### config.mk
export PLATFORM = sky130hd
export DESIGN_NAME = alpha_fade_sequencer_flat
export DESIGN_NICKNAME = d
export VERILOG_FILES = /design/src/rtl/alpha_fade_sequencer_pkg.sv /design/src/rtl/alpha_fade_sequencer_if.sv /design/src/rtl/alpha_fade_sequencer_frame_step_divider.sv /design/src/rtl/alpha_fade_sequencer.sv /design/src/flat_wrapper.sv
export SDC_FILE = /design/constraint.sdc
export NUM_CORES = 1
export LEC_CHECK = 0
export ABC_AREA = 0
export CAP_MARGIN = 10
export CORE_MARGIN = 2
export CORE_UTILIZATION = 49
export DETAILED_ROUTE_END_ITERATION = 8
export GPL_TIMING_DRIVEN = 1
export PLACE_DENSITY = 0.69
export SYNTH_ARGS = -nofsm -noshare
export SYNTH_HDL_FRONTEND = slang
export SYNTH_SLANG_ARGS = --single-unit
### constraint.sdc
create_clock -name clk -period 7.6 [get_ports clk]
set_input_delay 1.14 -clock clk [delete_from_list [all_inputs] [get_ports clk]]
set_output_delay 1.14 -clock clk [all_outputs]
set_load 0.01 [all_outputs]
### src/rtl/alpha_fade_sequencer_pkg.sv
// Shared constants for the alpha fade sequencer: state encoding, alpha limits,
// key codes and the clamped step arithmetic used by the ramp states.
package alpha_fade_sequencer_pkg;

    localparam int unsigned ALPHA_W = 9;
    localparam int unsigned CALC_W  = 10;
    localparam int unsigned HOLD_W  = 10;
    localparam int unsigned KEY_W   = 2;
    localparam int unsigned STATE_W = 2;

    typedef logic [STATE_W-1:0] state_t;
    typedef logic [ALPHA_W-1:0] alpha_t;

    localparam state_t ST_IDLE      = 2'd0;
    localparam state_t ST_RAMP_UP   = 2'd1;
    localparam state_t ST_RAMP_DOWN = 2'd2;
    localparam state_t ST_HOLD      = 2'd3;

    localparam alpha_t ALPHA_MAX   = 9'd256;
    localparam alpha_t ALPHA_MIN   = 9'd0;
    localparam alpha_t ALPHA_RESET = 9'd127;

    localparam logic [KEY_W-1:0] KEY_UP    = 2'b01;
    localparam logic [KEY_W-1:0] KEY_DOWN  = 2'b10;
    localparam logic [KEY_W-1:0] KEY_ABORT = 2'b11;

    // Widened add so a step past the top saturates instead of wrapping.
    function automatic alpha_t alpha_step_up(input alpha_t a, input logic [CALC_W-1:0] step);
        logic [CALC_W-1:0] sum;
        sum = CALC_W'(a) + step;
        return (sum > CALC_W'(ALPHA_MAX)) ? ALPHA_MAX : ALPHA_W'(sum);
    endfunction

    function automatic alpha_t alpha_step_down(input alpha_t a, input logic [CALC_W-1:0] step);
        logic [CALC_W-1:0] diff;
        diff = CALC_W'(a) - step;
        return (CALC_W'(a) < step) ? ALPHA_MIN : ALPHA_W'(diff);
    endfunction

endpackage

### src/rtl/alpha_fade_sequencer_if.sv
// Key, frame and blend-coefficient signals between the controller side and
// the fade sequencer.
interface alpha_fade_sequencer_if;
    import alpha_fade_sequencer_pkg::*;

    logic               key_flag;
    logic [KEY_W-1:0]   key_value;
    logic               auto_mode;
    logic               frame_start;
    logic [ALPHA_W-1:0] alpha_data;
    logic               busy;
    logic               ramp_done;

    modport master (
        output key_flag,
        output key_value,
        output auto_mode,
        output frame_start,
        input  alpha_data,
        input  busy,
        input  ramp_done
    );

    modport slave (
        input  key_flag,
        input  key_value,
        input  auto_mode,
        input  frame_start,
        output alpha_data,
        output busy,
        output ramp_done
    );

endinterface

### src/rtl/alpha_fade_sequencer_frame_step_divider.sv
// Counts frame pulses and emits a same-cycle step pulse on every
// FRAMES_PER_STEP-th one; clear wins over counting.
module frame_step_divider #(
    parameter int unsigned FRAMES_PER_STEP = 1
) (
    input  logic clk,
    input  logic rst_n,
    input  logic frame_start,
    input  logic clear,
    output logic step_c
);

    localparam int unsigned CNT_W = 8;

    logic [CNT_W-1:0] cnt_q;
    logic [CNT_W-1:0] cnt_d;
    logic             at_terminal_c;

    assign at_terminal_c = (cnt_q == CNT_W'(FRAMES_PER_STEP - 1));
    assign step_c        = frame_start && at_terminal_c;

    always_comb begin
        cnt_d = cnt_q;
        if (clear) begin
            cnt_d = '0;
        end else if (frame_start) begin
            cnt_d = at_terminal_c ? '0 : cnt_q + CNT_W'(1);
        end
    end

    always_ff @(posedge clk or negedge rst_n) begin
        if (!rst_n) begin
            cnt_q <= '0;
        end else begin
            cnt_q <= cnt_d;
        end
    end

endmodule

### src/rtl/alpha_fade_sequencer.sv
// Frame-synchronous alpha fade controller: key-driven or auto ping-pong ramps
// between 0 and 256, alpha only ever updated right after a frame boundary.
module alpha_fade_sequencer
    import alpha_fade_sequencer_pkg::*;
#(
    parameter int unsigned ALPHA_STEP      = 8,
    parameter int unsigned FRAMES_PER_STEP = 1,
    parameter int unsigned HOLD_FRAMES     = 60
) (
    input  logic                 clk,
    input  logic                 rst_n,
    alpha_fade_sequencer_if.slave bus
);

    state_t             state_q, state_d;
    alpha_t             alpha_q, alpha_d;
    logic               ramp_done_q, ramp_done_d;
    logic               busy_q, busy_d;
    logic [HOLD_W-1:0]  hold_cnt_q, hold_cnt_d;

    logic   in_ramp_c;
    logic   key_up_c, key_down_c, key_abort_c;
    logic   key_eff_c;
    logic   div_frame_c, div_clear_c, step_c;
    alpha_t step_up_c, step_dn_c;

    // Key decode; key_eff_c marks keys that actually redirect an active ramp.
    always_comb begin
        in_ramp_c   = (state_q == ST_RAMP_UP) || (state_q == ST_RAMP_DOWN);
        key_up_c    = bus.key_flag && (bus.key_value == KEY_UP);
        key_down_c  = bus.key_flag && (bus.key_value == KEY_DOWN);
        key_abort_c = bus.key_flag && (bus.key_value == KEY_ABORT);
        key_eff_c   = key_abort_c
                    || ((state_q == ST_RAMP_UP)   && key_down_c)
                    || ((state_q == ST_RAMP_DOWN) && key_up_c);
        div_frame_c = bus.frame_start && in_ramp_c && !key_eff_c;
        div_clear_c = !in_ramp_c || key_eff_c;
        step_up_c   = alpha_step_up(alpha_q, CALC_W'(ALPHA_STEP));
        step_dn_c   = alpha_step_down(alpha_q, CALC_W'(ALPHA_STEP));
    end

    frame_step_divider #(
        .FRAMES_PER_STEP (FRAMES_PER_STEP)
    ) u_divider (
        .clk         (clk),
        .rst_n       (rst_n),
        .frame_start (div_frame_c),
        .clear       (div_clear_c),
        .step_c      (step_c)
    );

    always_comb begin
        state_d     = state_q;
        alpha_d     = alpha_q;
        ramp_done_d = 1'b0;
        hold_cnt_d  = hold_cnt_q;

        case (state_q)
            ST_IDLE: begin
                hold_cnt_d = '0;
                if (key_up_c) begin
                    if (alpha_q == ALPHA_MAX) ramp_done_d = 1'b1;
                    else                      state_d     = ST_RAMP_UP;
                end else if (key_down_c) begin
                    if (alpha_q == ALPHA_MIN) ramp_done_d = 1'b1;
                    else                      state_d     = ST_RAMP_DOWN;
                end else if (bus.auto_mode && bus.frame_start && !key_abort_c) begin
                    state_d = (alpha_q < ALPHA_MAX) ? ST_RAMP_UP : ST_RAMP_DOWN;
                end
            end

            ST_RAMP_UP: begin
                hold_cnt_d = '0;
                if (key_abort_c) begin
                    state_d = ST_IDLE;
                end else if (key_down_c) begin
                    state_d = ST_RAMP_DOWN;
                end else if (step_c) begin
                    alpha_d = step_up_c;
                    if (step_up_c == ALPHA_MAX) begin
                        ramp_done_d = 1'b1;
                        state_d     = bus.auto_mode ? ST_HOLD : ST_IDLE;
                    end
                end
            end

            ST_RAMP_DOWN: begin
                hold_cnt_d = '0;
                if (key_abort_c) begin
                    state_d = ST_IDLE;
                end else if (key_up_c) begin
                    state_d = ST_RAMP_UP;
                end else if (step_c) begin
                    alpha_d = step_dn_c;
                    if (step_dn_c == ALPHA_MIN) begin
                        ramp_done_d = 1'b1;
                        state_d     = bus.auto_mode ? ST_HOLD : ST_IDLE;
                    end
                end
            end

            ST_HOLD: begin
                if (key_abort_c || !bus.auto_mode) begin
                    state_d    = ST_IDLE;
                    hold_cnt_d = '0;
                end else if (bus.frame_start) begin
                    if (hold_cnt_q == HOLD_W'(HOLD_FRAMES - 1)) begin
                        hold_cnt_d = '0;
                        state_d    = (alpha_q == ALPHA_MAX) ? ST_RAMP_DOWN : ST_RAMP_UP;
                    end else begin
                        hold_cnt_d = hold_cnt_q + HOLD_W'(1);
                    end
                end
            end

            default: begin
                state_d    = ST_IDLE;
                hold_cnt_d = '0;
            end
        endcase

        busy_d = (state_d != ST_IDLE);
    end

    always_ff @(posedge clk or negedge rst_n) begin
        if (!rst_n) begin
            state_q     <= ST_IDLE;
            alpha_q     <= ALPHA_RESET;
            ramp_done_q <= 1'b0;
            busy_q      <= 1'b0;
            hold_cnt_q  <= '0;
        end else begin
            state_q     <= state_d;
            alpha_q     <= alpha_d;
            ramp_done_q <= ramp_done_d;
            busy_q      <= busy_d;
            hold_cnt_q  <= hold_cnt_d;
        end
    end

    assign bus.alpha_data = alpha_q;
    assign bus.busy       = busy_q;
    assign bus.ramp_done  = ramp_done_q;

endmodule
### src/flat_wrapper.sv
// flat-port wrapper written by rule: the top's interface ports become plain ports
module alpha_fade_sequencer_flat import alpha_fade_sequencer_pkg::*;
#(
    parameter int unsigned ALPHA_STEP      = 8,
    parameter int unsigned FRAMES_PER_STEP = 1,
    parameter int unsigned HOLD_FRAMES     = 60
)
  (clk, rst_n, bus_key_flag, bus_key_value, bus_auto_mode, bus_frame_start, bus_alpha_data, bus_busy, bus_ramp_done);
  alpha_fade_sequencer_if bus_i ();
  input  logic clk;
  input  logic rst_n;
  input wire logic [$bits(bus_i.key_flag)-1:0] bus_key_flag;
  input wire logic [$bits(bus_i.key_value)-1:0] bus_key_value;
  input wire logic [$bits(bus_i.auto_mode)-1:0] bus_auto_mode;
  input wire logic [$bits(bus_i.frame_start)-1:0] bus_frame_start;
  output wire logic [$bits(bus_i.alpha_data)-1:0] bus_alpha_data;
  output wire logic [$bits(bus_i.busy)-1:0] bus_busy;
  output wire logic [$bits(bus_i.ramp_done)-1:0] bus_ramp_done;
  assign bus_i.key_flag = bus_key_flag;
  assign bus_i.key_value = bus_key_value;
  assign bus_i.auto_mode = bus_auto_mode;
  assign bus_i.frame_start = bus_frame_start;
  assign bus_alpha_data = bus_i.alpha_data;
  assign bus_busy = bus_i.busy;
  assign bus_ramp_done = bus_i.ramp_done;
  alpha_fade_sequencer #(.ALPHA_STEP(ALPHA_STEP), .FRAMES_PER_STEP(FRAMES_PER_STEP), .HOLD_FRAMES(HOLD_FRAMES)) u_core (.clk(clk), .rst_n(rst_n), .bus(bus_i));
endmodule
==> results of run 1 <==
==> kinds of logic (layout without fill, tap and decap cells) <==
family,Yosys count,count (layout),share of synthesized area
mux,1,1,0.00435
fa+ha+maj,10,10,0.0543
compound gates,80,80,0.241
xor+xnor,9,9,0.0342
simple gates,124,124,0.288
flops,31,31,0.341
buf+inv,19,38,0.0375
==> flip-flops by register name (all words and copies together), names as in the netlist <==
signal / flops
u_core.bus.busy: 1
u_core.state_q: 2
u_core.hold_cnt_q: 10
u_core.bus.alpha_data: 9
u_core.u_divider.cnt_q: 8
u_core.bus.ramp_done: 1
==> layout by cell type, fill, tap and decap left out, types with 4 or more instances in the layout <==
cell type         n
nand3_1          20
clkbuf_8          6
xor2_1            5
and2_1            8
a21oi_1          12
clkdlybuf4s50_1  17
dfrtp_1          24
and3_1            6
o22ai_1           4
inv_1            12
ha_1             10
xnor2_1           4
nor2_1           27
nor3_1            6
nand2_1          29
o21ai_0          32
dfstp_2           7
o31ai_1           5
==> power breakdown <==
| part | switching (W) | leakage [nW] | internal (W) |
|---|---|---|---|
| combinational | 0.000241 | 0.624 | 0.000175 |
| sequential | 0.0000579 | 0.402 | 0.000195 |
| clock | 0.0000644 | 0.0612 | 0.000106 |
| total | 0.000363 | 1.09 | 0.000475 |
==> cell type report <==
cell class / instances / area (um^2)
clock inverter: 2 / 35.0
clock buffer: 6 / 82.6
sequential: 31 / 785
fill: 409 / 1820
tap: 52 / 65.1
multi-input combinational: 224 / 1430
inverter: 12 / 45.0
timing repair buffer: 18 / 178
==> how the worst min path moves through the flow <==
stage	cells past startpoint	startpoint	slack (ns)	to
floorplan	1	u_core.hold_cnt_q[9]$_DFFE_PN0P_	0.44	u_core.hold_cnt_q[9]$_DFFE_PN0P_
global placement	1	u_core.hold_cnt_q[9]$_DFFE_PN0P_	0.46	u_core.hold_cnt_q[9]$_DFFE_PN0P_
detailed placement	1	u_core.u_divider.cnt_q[7]$_DFFE_PN0P_	0.47	u_core.u_divider.cnt_q[7]$_DFFE_PN0P_
CTS	1	u_core.hold_cnt_q[9]$_DFFE_PN0P_	0.48	u_core.hold_cnt_q[9]$_DFFE_PN0P_
global route	1	u_core.hold_cnt_q[9]$_DFFE_PN0P_	0.51	u_core.hold_cnt_q[9]$_DFFE_PN0P_
finish	1	u_core.hold_cnt_q[9]$_DFFE_PN0P_	0.48	u_core.hold_cnt_q[9]$_DFFE_PN0P_
==> metal layers <==
layer | track usage | part of all wire | up-vias
met3 | 0.0500 | 0.063 | 5
met2 | 0.322 | 0.41 | 67
li1 | - | - | 1049
met5 | 0 | 0 | -
met1 | 0.364 | 0.52 | 1023
met4 | 0.0370 | 0.0064 | 0
==> per-stage QoR <==
stage	total power, W	utilization
6_report	0.000839	0.590
5_1_grt	0.000900	0.590
4_1_cts	0.000835	0.590
3_5_place_dp	0.000663	0.564
3_3_place_gp	0.000661	0.564
2_1_floorplan	0.000548	-
==> worst reg2reg max path, cell delays in order, from the launching register on <==
cell	delay, ns
dfstp_2	0.61
inv_1	0.13
ha_1	0.41
or3b_2	0.48
o21ai_0	0.18
a221o_1	0.19
nand3_1	0.15
mux2i_1	0.16
o221a_2	0.30
o211ai_1	0.17
==> results.md, run 1 <==
* Status: completed
* Slew @ Worst Pin at 0.919 ns
* Clock Path Buffers at 2
* DR iter-0 viols at 172
* Total CTS buffers at 5
* Clock root buffer: clkbuf_8
* Worst skew pair latency at 0.28 ns
* Startpoint types: input pin
* Req. time, crit path at 7.77 ns
* Final Instance Area at 2620 um^2
* Synth unique cells at 60
* Post-placement cell count at 337
* Hpwl dp at 4100 um
* Resize count post-CTS at 0
* Post-CTS Hold Fix Bufs at 0
* Setup slack after layout at 4.36 ns
* Hold Vio Cnt, Final at 0
* Post-Route Setup TNS at 0 ns
* Via count at 2144
* Post-CTS setup buffers at 0
* Slew headroom at 0.383
* Ys flop type: dfrtp_1
* Crit path depth at 7
* Largest area contributor in the netlist: dfrtp_1
* CP max FO at 8
* Reg2Reg Depth at 9
* End of the critical path: u_core.bus.alpha_data[7]$_DFFE_PN0P_
* Largest net degree at the start of global routing at 32
* #FFs+latches synth at 31
* Async set-reset flop share out of synthesis at 1.00
* Critical path arrival at 3.41 ns
* Fmax achieved at 309 MHz
* Syn Std Cell Area at 2300 um^2
* Worst R2R End: u_core.bus.busy$_DFF_PN0_
* Minimum clock period at 3.24 ns
* Yosys top cell area share at 0.261
* Sequential fraction of the synthesis area at 0.341
* Nets@finish at 309
* H-tree levels at 2
* Crit path from: bus_key_value[1]
* Kind of critical path: input pin to flop
* Mapped Cells at 274
* 1st-pass router iterations at 4
* PD cells at 320 nW/um^2
* Most frequent cells after synthesis: 32 x o21ai_0, 29 x nand2_1, 27 x nor2_1
* Via density at 6.21
* FP Rows at 24
* Slowest CP cell: o21ai_0
* Worst path top cell family by delay: buffers and inverters
* Remaining Overflow, GRT at 0
* CP peak stage delay at 0.59 ns
* Worst Hold Slack at 0.478 ns
* Max Slew Vio Count at 0
* Post-Route Skew at 0.0102 ns
* Worst path buffer plus inverter count at 2
* Initial Util at 0.518
* Die Wd at 72.6 um
* Chip Height at 72.6 um
* Avg Inst Size Synth at 8.41 um^2
* Routed WL at 5590 um
* Share of post-route cells with drive strength above 1 at 0.109
* Worst slack, placed at 4.08 ns
* RSZ-0062 raised after global routing: no
* Synth warnings at 0
* Setup crit end kind: flop
* Gr usage total at 0.229
* I/O pin cnt at 18
* Initial antenna violation count at 0
* ANT cells at 0
* HP Class: flop to flop
* Largest vdd supply drop at 0.000172 V
* DRC violations left at 0
* Die area at 5270 um^2
* Placed Area at 2500 um^2
* Pleak at 1.09 nW
* Final ANT Viol Nets at 0
* PortBufs at 17
* CTS tree: built
* Synth top area cells: dfrtp_1 26%, dfstp_2 8.0%, o21ai_0 7.0%
* Area of the core at 4440 um^2
* DR WL/cell at 16.2 um
* First-pass GRT wire length at 9650 um
* Cell Chain, Critical Path: clkdlybuf4s50_1 -> nand3_1 -> nand4_1 -> nor2_1 -> o21ai_0 -> inv_1 -> a22o_1
* Post-Layout Cell Count at 345
* Synth-to-layout area growth at 13.9%
* Routability Congestion at 0.910
* CTS Sinks at 31
* Crit share post-route at 0.426
* Number of global-route vias before repair at 2007
* Synthesized Nets at 291
* Clock transition at path regs at 0.07 ns
* Final setup fails at 0
* FF-to-FF setup slack at 4.72 ns
* Top-count cell post-synth: o21ai_0
* R2R Path Start: u_core.bus.alpha_data[3]$_DFFE_PN1P_
* Max cap viols at 0
* EDFF count, synth at 0
Note: power is estimated with default switching activity, not from simulation.
==> run 2: changes to the inputs <==
Settings changed: PLACE_DENSITY 0.69 to 0.72.
Clock period 7.6 ns to 2.8 ns, I/O delays scaled along.
==> run 2 against run 1 <==
Against the previous run: count of clock-buffer cells in the layout did not move; register-to-register slack got worse by 4.6 ns; first-iteration DRC count increased by 16%; setup slack got worse by 4.2 ns; sequential power grew to 2.5 times the previous value; via count grew 0.14%; global-route usage down 0.19 points; sequential share of layout area is 1.1 points lower.
==> results.md, run 2 (synthesis gave the netlist of run 1 again) <==
* Status: completed
* I/O pin cnt at 18
* Highest-count cells in the layout ignoring fill and taps: 32 x o21ai_0, 29 x nand2_1, 27 x nor2_1
* Pleak at 1.15 nW
* Hpwl dp at 3930 um
* FF-to-FF setup slack at 0.17 ns
* Kind of critical path: flop to flop
* Post-Route Setup TNS at 0 ns
* Share of post-route cells with drive strength above 1 at 0.148
* Startpoint types: flop
* Final setup fails at 0
* Max cap viols at 0
* Post-CTS Hold Fix Bufs at 0
* Chip Height at 72.6 um
* Reg2Reg Depth at 9
* Post-placement cell count at 347
* Area of the core at 4440 um^2
* Largest vdd supply drop at 0.000582 V
* ANT cells at 0
* HP Class: flop to flop
* Die Wd at 72.6 um
* Req. time, crit path at 3.01 ns
* R2R Path Start: u_core.bus.alpha_data[4]$_DFFE_PN1P_
* CP max FO at 8
* PD cells at 875 nW/um^2
* DR iter-0 viols at 200
* Routed WL at 5460 um
* Largest net degree at the start of global routing at 32
* First-pass GRT wire length at 9320 um
* Via count at 2147
* Max reg flops at 10
* DRC violations left at 0
* Gr usage total at 0.227
* Post-Layout Cell Count at 357
* Post-Route Skew at 0.00441 ns
* Die area at 5270 um^2
* Slew headroom at 0.584
* Total CTS buffers at 5
* Clock root buffer: clkbuf_8
* Worst hold path depth at 1
* Initial antenna violation count at 0
* Critical path arrival at 2.84 ns
* Minimum clock period at 2.63 ns
* Commonest non-fill, non-tap cell in the layout: o21ai_0
* Worst R2R End: u_core.bus.busy$_DFF_PN0_
* Remaining Overflow, GRT at 0
* Worst skew pair latency at 0.29 ns
* Routability Congestion at 0.924
* Via density at 6.01
* Crit share post-route at 0.940
* Slew @ Worst Pin at 0.622 ns
* Clock Path Buffers at 2
* Fmax achieved at 380 MHz
* Number of global-route vias before repair at 1909
* Hold Vio Cnt, Final at 0
* RSZ-0062 raised after global routing: no
* 1st-pass router iterations at 4
* Final ANT Viol Nets at 0
* Top reg by flops: u_core.hold_cnt_q
* HP Start: u_core.hold_cnt_q[9]$_DFFE_PN0P_
* Setup crit end kind: flop
* Max Slew Vio Count at 0
* Clock transition at path regs at 0.07 ns
* PortBufs at 17
* DR WL/cell at 15.3 um
* Initial Util at 0.518
* WHS Endpoint: u_core.hold_cnt_q[9]$_DFFE_PN0P_
* Nets@finish at 321
* Synth-to-layout area growth at 18.3%
* CTS tree: built
* H-tree levels at 2
* FP Rows at 24
* CTS Sinks at 31
[run 2: area by class of cell]
| class | count | area [um^2] |
|---|---|---|
| Timing Repair Buffer | 30 | 268 |
| Tap cell | 52 | 65.1 |
| Sequential cell | 31 | 785 |
| Clock buffer | 6 | 82.6 |
| Clock inverter | 2 | 35.0 |
| Fill cell | 373 | 1720 |
| Inverter | 12 | 45.0 |
| Multi-Input combinational cell | 224 | 1450 |
[run 2: power by group]
part / switching (W) / internal (W)
Combinational: 0.000701 / 0.000566
Clock: 0.000183 / 0.000288
Sequential: 0.000117 / 0.000529
[run 2: how the worst max path moves through the flow]
stage | startpoint | to | slack, ns | depth (start not counted)
2_1_floorplan | u_core.bus.alpha_data[3]$_DFFE_PN1P_ | u_core.bus.busy$_DFF_PN0_ | 0.24 | 9
4_1_cts | u_core.bus.alpha_data[3]$_DFFE_PN1P_ | u_core.bus.busy$_DFF_PN0_ | 0.09 | 9
6_report | u_core.bus.alpha_data[4]$_DFFE_PN1P_ | u_core.bus.busy$_DFF_PN0_ | 0.17 | 9
5_1_grt | u_core.bus.alpha_data[4]$_DFFE_PN1P_ | u_core.bus.busy$_DFF_PN0_ | 0.005 | 9
3_3_place_gp | u_core.bus.alpha_data[3]$_DFFE_PN1P_ | u_core.bus.busy$_DFF_PN0_ | 0.20 | 9
3_5_place_dp | u_core.bus.alpha_data[3]$_DFFE_PN1P_ | u_core.bus.busy$_DFF_PN0_ | 0.14 | 9
[run 2: per-layer routing]
layer	wire length (um)	track usage	vias to the layer above	part of all wire
li1	-	-	1074	-
met1	2890	0.361	1019	0.53
met2	2250	0.300	50	0.41
met3	274	0.0472	4	0.050
met4	47	0.0802	0	0.0086
met5	0	0	-	0
[run 2: stage by stage]
stage | total power [W] | util | cell area (um^2) | hold slack (ns) | worst slack, ns
2_1_floorplan | 0.00149 | - | 2300 | 0.124 | 0.239
3_3_place_gp | 0.00184 | 0.581 | 2580 | 0.466 | 0.204
3_5_place_dp | 0.00185 | 0.581 | 2580 | 0.463 | 0.140
4_1_cts | 0.00233 | 0.607 | 2700 | 0.475 | 0.0908
5_1_grt | 0.00256 | 0.613 | 2730 | 0.501 | 0.00535
6_report | 0.00238 | 0.613 | 2730 | 0.470 | 0.168
[run 2: critical path, cell delays in order (launching register included)]
cell and delay [ns]:
dfstp_2 0.60, inv_1 0.10, ha_4 0.29, or3b_2 0.49, o21ai_0 0.17, a221o_1 0.17
nand3_1 0.13, mux2i_1 0.16, o221a_2 0.28, o211ai_1 0.16
[run 2: repair_timing]
item,in CTS,in global routing
buffers inserted,0,2
setup endpoints to repair,0,3
gates resized for setup,0,1
==> run 3: changes to the inputs <==
Settings changed: CORE_MARGIN 2 to default.
==> run 3 against run 2 <==
Against the previous run: the flow now finishes with violations (DRC); global-route usage grew 0.75 points; fmax down 1.5%; power decreased by 0.70%.
==> results.md, run 3 (synthesis gave the netlist of run 1 again) <==
* Critical path arrival at 2.88 ns
* Gr usage total at 0.235
* 1st-pass router iterations at 6
* PortBufs at 17
* HP Start: u_core.u_divider.cnt_q[7]$_DFFE_PN0P_
* Routed WL at 5360 um
* Remaining Overflow, GRT at 0
* I/O pin cnt at 18
* Cell Chain, Critical Path: inv_2 -> ha_4 -> or3b_2 -> o21ai_0 -> a221o_1 -> nand3_1 -> mux2i_1 -> o221a_2 -> o211ai_1
* R2R Path Start: u_core.bus.alpha_data[3]$_DFFE_PN1P_
* Max reg flops at 10
* Chip Height at 70.6 um
* RSZ-0062 raised after global routing: no
* Worst slack, placed at 0.115 ns
* Failing checks: DRC
* Nets@finish at 317
* Initial antenna violation count at 0
* Area of the core at 4440 um^2
* Die area at 4980 um^2
* Final setup fails at 0
* PD cells at 875 nW/um^2
* FP Rows at 24
* Worst skew pair latency at 0.29 ns
* Setup crit end kind: flop
* Via count at 2149
* Post-CTS Hold Fix Bufs at 0
* Clock transition at path regs at 0.07 ns
* Worst R2R End: u_core.bus.busy$_DFF_PN0_
* Share of post-route cells with drive strength above 1 at 0.140
* H-tree levels at 2
* Kind of critical path: flop to flop
* Routability Congestion at 0.908
* Clock root buffer: clkbuf_8
* First-pass GRT wire length at 9200 um
* Req. time, crit path at 3.01 ns
* Slew headroom at 0.576
* Hpwl dp at 3900 um
* Crit share post-route at 0.955
* Highest-count cells in the layout ignoring fill and taps: 32 x o21ai_0, 29 x nand2_1, 27 x nor2_1
* DR WL/cell at 15.2 um
* Max Slew Vio Count at 0
* Worst path top cell family by delay: compound AO/OA/AOI/OAI gates
* CTS tree: built
* Number of global-route vias before repair at 1945
* Largest vdd supply drop at 0.000599 V
* ANT cells at 0
* Top reg by flops: u_core.hold_cnt_q
* Hold Vio Cnt, Final at 0
* Post-CTS setup buffers at 0
* Die Wd at 70.6 um
* CP max FO at 8
* Post-Layout Cell Count at 353
* Via density at 6.09
* Reg2Reg Depth at 9
* Startpoint types: flop
* Pleak at 1.13 nW
* DR iter-0 viols at 221
* Largest net degree at the start of global routing at 32
* DRC violations left at 2
* Total CTS buffers at 5
* Status: finished with violations
* Clock Path Buffers at 2
* Post-placement cell count at 345
* Post-Route Skew at 0.0106 ns
* Worst hold path depth at 1
* CP peak stage delay at 0.61 ns
* Post-Route Setup TNS at 0 ns
* CTS Sinks at 31
* Commonest non-fill, non-tap cell in the layout: o21ai_0
* Slowest CP cell: dfstp_2
* FF-to-FF setup slack at 0.13 ns
* Fmax achieved at 374 MHz
* HP Class: flop to flop
* WHS Endpoint: u_core.u_divider.cnt_q[7]$_DFFE_PN0P_
* Final ANT Viol Nets at 0
* Slew @ Worst Pin at 0.633 ns
* Resize count post-CTS at 0
* Initial Util at 0.518
* Worst path buffer plus inverter count at 1
* Setup slack after layout at 0.127 ns
* Synth-to-layout area growth at 17.5%
* Minimum clock period at 2.67 ns
* Max cap viols at 0
run 3: final cells by class:
cell class | instances | area [um^2]
Fill cell | 411 | 1740
Multi-Input combinational cell | 224 | 1460
Sequential cell | 31 | 785
Timing Repair Buffer | 26 | 238
Clock buffer | 6 | 82.6
Tap cell | 52 | 65.1
Inverter | 12 | 45.0
Clock inverter | 2 | 35.0
run 3: per-layer routing:
metal / global-route usage / vias to the layer above / share of wire
li1: - / 1063 / -
met1: 0.356 / 1011 / 0.49
met2: 0.328 / 70 / 0.43
met3: 0.0684 / 5 / 0.073
met4: 0.0600 / 0 / 0.0078
met5: 0 / - / 0
run 3: worst max-delay path by stage:
stage	slack [ns]	startpoint	to	cells after the start
3_5_place_dp	0.12	u_core.bus.alpha_data[3]$_DFFE_PN1P_	u_core.bus.busy$_DFF_PN0_	9
4_1_cts	0.07	u_core.bus.alpha_data[3]$_DFFE_PN1P_	u_core.bus.busy$_DFF_PN0_	9
3_3_place_gp	0.19	u_core.bus.alpha_data[3]$_DFFE_PN1P_	u_core.bus.busy$_DFF_PN0_	9
6_report	0.13	u_core.bus.alpha_data[3]$_DFFE_PN1P_	u_core.bus.busy$_DFF_PN0_	9
5_1_grt	0.02	u_core.bus.alpha_data[3]$_DFFE_PN1P_	u_core.bus.busy$_DFF_PN0_	9
2_1_floorplan	0.24	u_core.bus.alpha_data[3]$_DFFE_PN1P_	u_core.bus.busy$_DFF_PN0_	9
run 3: power breakdown:
| group | total, W | internal (W) | switching (W) |
|---|---|---|---|
| combinational | 0.00122 | 0.000544 | 0.000678 |
| sequential | 0.000678 | 0.000528 | 0.000150 |
| clock | 0.000467 | 0.000288 | 0.000179 |
| total | 0.00237 | 0.00136 | 0.00101 |
run 3: metrics by stage:
stage	utilization	hold WS, ns	instance area, um^2	total power, W
floorplan	-	0.124	2300	0.00149
global placement	0.577	0.471	2560	0.00182
detailed placement	0.577	0.471	2560	0.00183
CTS	0.604	0.483	2680	0.00231
global route	0.609	0.527	2710	0.00253
finish	0.609	0.488	2710	0.00237
